`src/rtl/cfg_pkg.sv`:
```
// cfg_pkg: shared constants and state encoding for the row configuration loader
package cfg_pkg;
    localparam int CELL_CFG_W = 69;
    localparam int ROW_CELLS = 8;
    localparam int ROW_PROG_W = CELL_CFG_W * ROW_CELLS;
    localparam logic [7:0] CFG_SYNC = 8'hA5;
    typedef enum logic [1:0] {IDLE, LOAD, CHECK, DONE} cfg_state_t;
endpackage

```
`src/rtl/cfg_frame_timer.sv`:
```
// cfg_frame_timer: idle-cycle counter that flags when a frame has stalled too long
module cfg_frame_timer #(
    parameter int TIMEOUT = 1024
) (
    input  logic clk,
    input  logic rst_n,
    input  logic clr,
    input  logic en,
    output logic expired
);
    localparam int TW = $clog2(TIMEOUT + 1);
    logic [TW-1:0] cnt;
    // count idle cycles, holding at the limit until cleared
    always_ff @(posedge clk)
        if (!rst_n || clr) cnt <= '0;
        else if (en && !expired) cnt <= cnt + 1'b1;
    assign expired = cnt == TW'(TIMEOUT);
endmodule

```
`src/rtl/row_cfg_loader.sv`:
```
// row_cfg_loader: assembles a framed, checksummed byte stream and commits it atomically to prog
module row_cfg_loader
    import cfg_pkg::*;
#(
    parameter int PROG_W = ROW_PROG_W,
    parameter logic [7:0] SYNC = CFG_SYNC,
    parameter int TIMEOUT = 1024
) (
    input  logic              clb_clk,
    input  logic              clb_rst_n,
    input  logic [7:0]        s_data,
    input  logic              s_valid,
    output logic              s_ready,
    input  logic              abort,
    output logic [PROG_W-1:0] prog,
    output logic              cfg_valid,
    output logic              cfg_done,
    output logic              cfg_err,
    output logic              busy
);
    localparam int NBYTES = PROG_W / 8;
    localparam int CW = $clog2(NBYTES);
    cfg_state_t state, state_n;
    logic [PROG_W-1:0] shadow;
    logic [7:0] csum;
    logic [CW-1:0] count;
    logic acc, in_frame, expired, commit, err, shift;
    assign acc = s_valid && s_ready;
    assign in_frame = state == LOAD || state == CHECK;
    cfg_frame_timer #(.TIMEOUT(TIMEOUT)) u_timer (
        .clk(clb_clk),
        .rst_n(clb_rst_n),
        .clr(acc || !in_frame),
        .en(in_frame),
        .expired(expired)
    );
    // state register
    always_ff @(posedge clb_clk)
        if (!clb_rst_n) state <= IDLE;
        else state <= state_n;
    // next state and commit/error decisions; abort beats timeout beats data
    always_comb begin
        state_n = state;
        commit = 1'b0;
        err = 1'b0;
        shift = 1'b0;
        case (state)
            IDLE: state_n = acc && s_data == SYNC ? LOAD : IDLE;
            LOAD: begin
                if (abort) state_n = IDLE;
                else if (expired) begin
                    err = 1'b1;
                    state_n = DONE;
                end else if (acc) begin
                    shift = 1'b1;
                    state_n = count == CW'(NBYTES - 1) ? CHECK : LOAD;
                end
            end
            CHECK: begin
                if (abort) state_n = IDLE;
                else if (expired) begin
                    err = 1'b1;
                    state_n = DONE;
                end else if (acc) begin
                    commit = s_data == csum;
                    err = s_data != csum;
                    state_n = DONE;
                end
            end
            default: state_n = IDLE;
        endcase
    end
    // shadow assembly, checksum, commit and registered status outputs
    always_ff @(posedge clb_clk) begin
        if (!clb_rst_n) begin
            shadow <= '0;
            csum <= '0;
            count <= '0;
            prog <= '0;
            cfg_valid <= 1'b0;
            cfg_done <= 1'b0;
            cfg_err <= 1'b0;
            busy <= 1'b0;
            s_ready <= 1'b0;
        end else begin
            cfg_done <= commit;
            cfg_err <= err;
            busy <= state_n == LOAD || state_n == CHECK;
            s_ready <= state_n != DONE;
            if (commit) begin
                prog <= shadow;
                cfg_valid <= 1'b1;
            end
            if (state == IDLE && acc && s_data == SYNC) begin
                csum <= '0;
                count <= '0;
            end else if (shift) begin
                shadow <= {shadow[PROG_W-9:0], s_data};
                csum <= csum ^ s_data;
                count <= count + 1'b1;
            end
        end
    end
endmodule

```
`config.mk`:
```
export PLATFORM = sky130hd
export DESIGN_NAME = row_cfg_loader
export DESIGN_NICKNAME = d
export VERILOG_FILES = /design/src/rtl/cfg_pkg.sv /design/src/rtl/cfg_frame_timer.sv /design/src/rtl/row_cfg_loader.sv
export SDC_FILE = /design/constraint.sdc
export NUM_CORES = 2
export LEC_CHECK = 0
export ABC_AREA = 1
export CAP_MARGIN = 20
export CORE_UTILIZATION = 60
export DETAILED_ROUTE_END_ITERATION = 7
export DONT_BUFFER_PORTS = 1
export PLACE_DENSITY = 0.76
export SLEW_MARGIN = 10
export SYNTH_ARGS = -nofsm -noshare
export SYNTH_HDL_FRONTEND = slang
export SYNTH_SLANG_ARGS = --single-unit
```
`constraint.sdc`:
```
create_clock -name clb_clk -period 2.9 [get_ports clb_clk]
set_clock_uncertainty 0.15 [all_clocks]
set_input_delay 0.58 -clock clb_clk [delete_from_list [all_inputs] [get_ports clb_clk]]
set_output_delay 0.58 -clock clb_clk [all_outputs]
set_load 0.02 [all_outputs]
```
==> impl_metrics.env <==
export IMPL_outcome="complete, but fails checks"
export IMPL_violations="hold timing, slew limit"
export IMPL_path_class="reg2reg"
export IMPL_start_kind="register"
export IMPL_cp_data_arrival_time_ps=3230
export IMPL_die_h_um=280.5
export IMPL_worstPathRequired_ps=3380
export IMPL_vias=40898
export IMPL_synth_cell_types=28
export IMPL_totalWireLength_mm=121.8
export IMPL_slew_limit_headroom_pct=-45.97
export IMPL_rsz0062_at_grt="false"
export IMPL_setup_viol=0
export IMPL_grt_pass1_vias=36595
export IMPL_hold_slack_ps=-19.90
export IMPL_syn2layout_area_growth_pct=8.735
export IMPL_pwr_share_seq_pct=50.1
export IMPL_finalHoldViolCount=2
export IMPL_globalRouteTotalUtil_pct=29.82
export IMPL_p_switching_uw=6526
export IMPL_drcViolationCount=0
export IMPL_layout_commonest_cell="nor2_1"
export IMPL_dieArea_um2=78660
export IMPL_max_freq_ghz=0.3636
export IMPL_cts_buffer_depth=3
export IMPL_clkSinkCount=1137
export IMPL_clk_latency_ps=690
export IMPL_cts_tree="yes"
export IMPL_slew_violations=654
export IMPL_grt_overflow=0
export IMPL_rows=101
export IMPL_drive_gt1_share_pct=4.128
export IMPL_cts_buffers=111
export IMPL_syn_num_nets=6888
export IMPL_h_tree_depth=3
export IMPL_path_clk_slew_ps=70
export IMPL_power_uw=31150
export IMPL_synth_seq_cells=1137
export IMPL_syn_mean_instance_area_um2=6.775
export IMPL_final_cell_mix="2238 x nor2_1, 1205 x nand2_1, 1137 x dfxtp_1, 1114 x nand3_1, 592 x inv_1"
export IMPL_firstDrtPassIters=7
export IMPL_crit_path_end_kind="register"
export IMPL_core_area_um2=76330
export IMPL_power_frac_clock_pct=47.9
export IMPL_pre_cts_slack_ps=333.0
export IMPL_layout_nets=6594
export IMPL_finalCriticalPeriod_ps=2750
export IMPL_antenna_left=0
export IMPL_yosysWarnings=0
export IMPL_die_w_um=280.5
export IMPL_port_buffers=0
export IMPL_viasPerCell=5.317
export IMPL_tightest_slew_ps=2190
export IMPL_grt_start_max_net_pins=977
export IMPL_fin_tns_setup_ps=0
export IMPL_synth_cell_area_um2=46520
export IMPL_synth_cells=6867
export IMPL_p_sw_share_pct=20.95
export IMPL_grt_pass1_wl_mm=192.9
export IMPL_finalWeightedCongestion=0.8500
export IMPL_synth_seq_area_share_pct=48.92
export IMPL_diodes=0
export IMPL_routedWlPerCell_um=15.84
export IMPL_p_int_uw=24630
export IMPL_hp_class="in2reg"
export IMPL_start_util_pct=60.95
export IMPL_max_cap_violations=0
export IMPL_post_route_period_util_pct=94.83
export IMPL_ir_drop_v=0.0005169
export IMPL_antenna_found_initial=0
export IMPL_clockRootBuffer="clkbuf_16"
export IMPL_worstPathMaxFanout=125
export IMPL_p_leak_uw=0.01933
export IMPL_power_density_nw_per_um2=615.8
export IMPL_drt_iter0_markers=3919
export IMPL_ios=569
export IMPL_worst_slack_ps=149.8
export IMPL_share_comb_of_total_power_pct=2.0
export IMPL_hpwl_mm=75.98
-- cells by family after synthesis --
logic type	Yosys count	share of synthesized area, %
and+or+nand+nor	4581	40.07
DFF	1137	48.92
buffers and inverters	1090	10.15
AOI/OAI and AO/OA	42	0.4599
adders and majority gates	9	0.2420
xor gates and xnor gates	8	0.1506
-- critical path, cell delays in order, from the launching register on --
cell           delay [ps]
dfxtp_1               440
nand2_1               290
nor3_1                380
nand3_4               160
buf_12                240
nand3_1               190
nand2_1                70
dlygate4sd3_1         560
nor2_1                 80
-- cells in the mapped netlist, drive strengths merged --
| master | number | area (um^2) |
|---|---|---|
| a31oi | 1 | 6.260 |
| clkbuf | 101 | 379.1 |
| ha | 9 | 112.6 |
| and3 | 1 | 6.260 |
| dfxtp | 1137 | 22760 |
| nand2 | 1207 | 4536 |
| a211oi | 1 | 7.510 |
| xnor2 | 2 | 17.52 |
| nor2 | 2244 | 8436 |
| nand3 | 1116 | 5590 |
| a21oi | 26 | 130.1 |
| xor2 | 6 | 52.55 |
| or2 | 1 | 6.260 |
| inv | 598 | 2245 |
| nand3b | 1 | 7.510 |
| o21ai | 14 | 70.07 |
| buf | 391 | 2101 |
| and2 | 1 | 6.260 |
| nor3 | 7 | 35.03 |
| nand4 | 3 | 18.77 |
-- layer usage --
layer	up-vias	part of all wire (%)	wire length [um]	global-route usage [%]
li1	20324	-	-	-
met1	18955	42	51510	39.68
met2	1376	46	55550	46.78
met3	243	8.6	10510	7.178
met4	0	3.5	4249	11.15
met5	-	0	0	0
-- power groups by stage --
| stage | combinational (uW) | sequential (uW) | clock, uW |
|---|---|---|---|
| final | 611 | 15600 | 14900 |
| after global routing | 638 | 15600 | 15700 |
| after CTS | 523 | 15600 | 15100 |
| after detailed placement | 471 | 16000 | 0 |
| after global placement | 469 | 16000 | 0 |
| after floorplan | 567 | 16000 | 0 |
-- final cells by class --
cell class / instances / area (um^2)
Multi-Input combinational cell: 4640 / 19080
Timing Repair Buffer: 85 / 1369
Sequential cell: 1137 / 22760
Clock inverter: 38 / 536.8
Tap cell: 1030 / 1289
Clock buffer: 164 / 3309
Inverter: 598 / 2245
Fill cell: 6862 / 25740
-- state kept, by name, summed over array words and instances (netlist names) --
register,cells
cfg_valid,1
cfg_done,1
prog,552
u_timer.cnt,11
state,2
shadow,552
s_ready,1
csum,8
count,7
cfg_err,1
busy,1
-- stage by stage --
stage | area (um^2) | std cells | utilization [%]
after global routing | 50590 | 7692 | 66.28
after CTS | 50520 | 7689 | 66.19
after global placement | 46580 | 7479 | 61.02
after detailed placement | 46580 | 7479 | 61.02
after floorplan | 46520 | 6867 | -
final | 50590 | 7692 | 66.28
-- worst paths after layout --
check	start	end	slack, ps	depth (start not counted)
worst max-delay path	s_ready	shadow[476]	150	8
worst min-delay path	clb_rst_n	prog[452]	-20	2
worst max register to register	s_ready	shadow[476]	150	8
worst min register to register	csum[1]	csum[1]	320	2
-- what timing repair did --
action,4_1_cts,5_1_grt
resized for setup,0,2
hold buffers,8,0
setup endpoints to repair,0,1
buffers inserted,0,1
hold endpoints to repair,136,0
(Power assumes the default switching activity.)
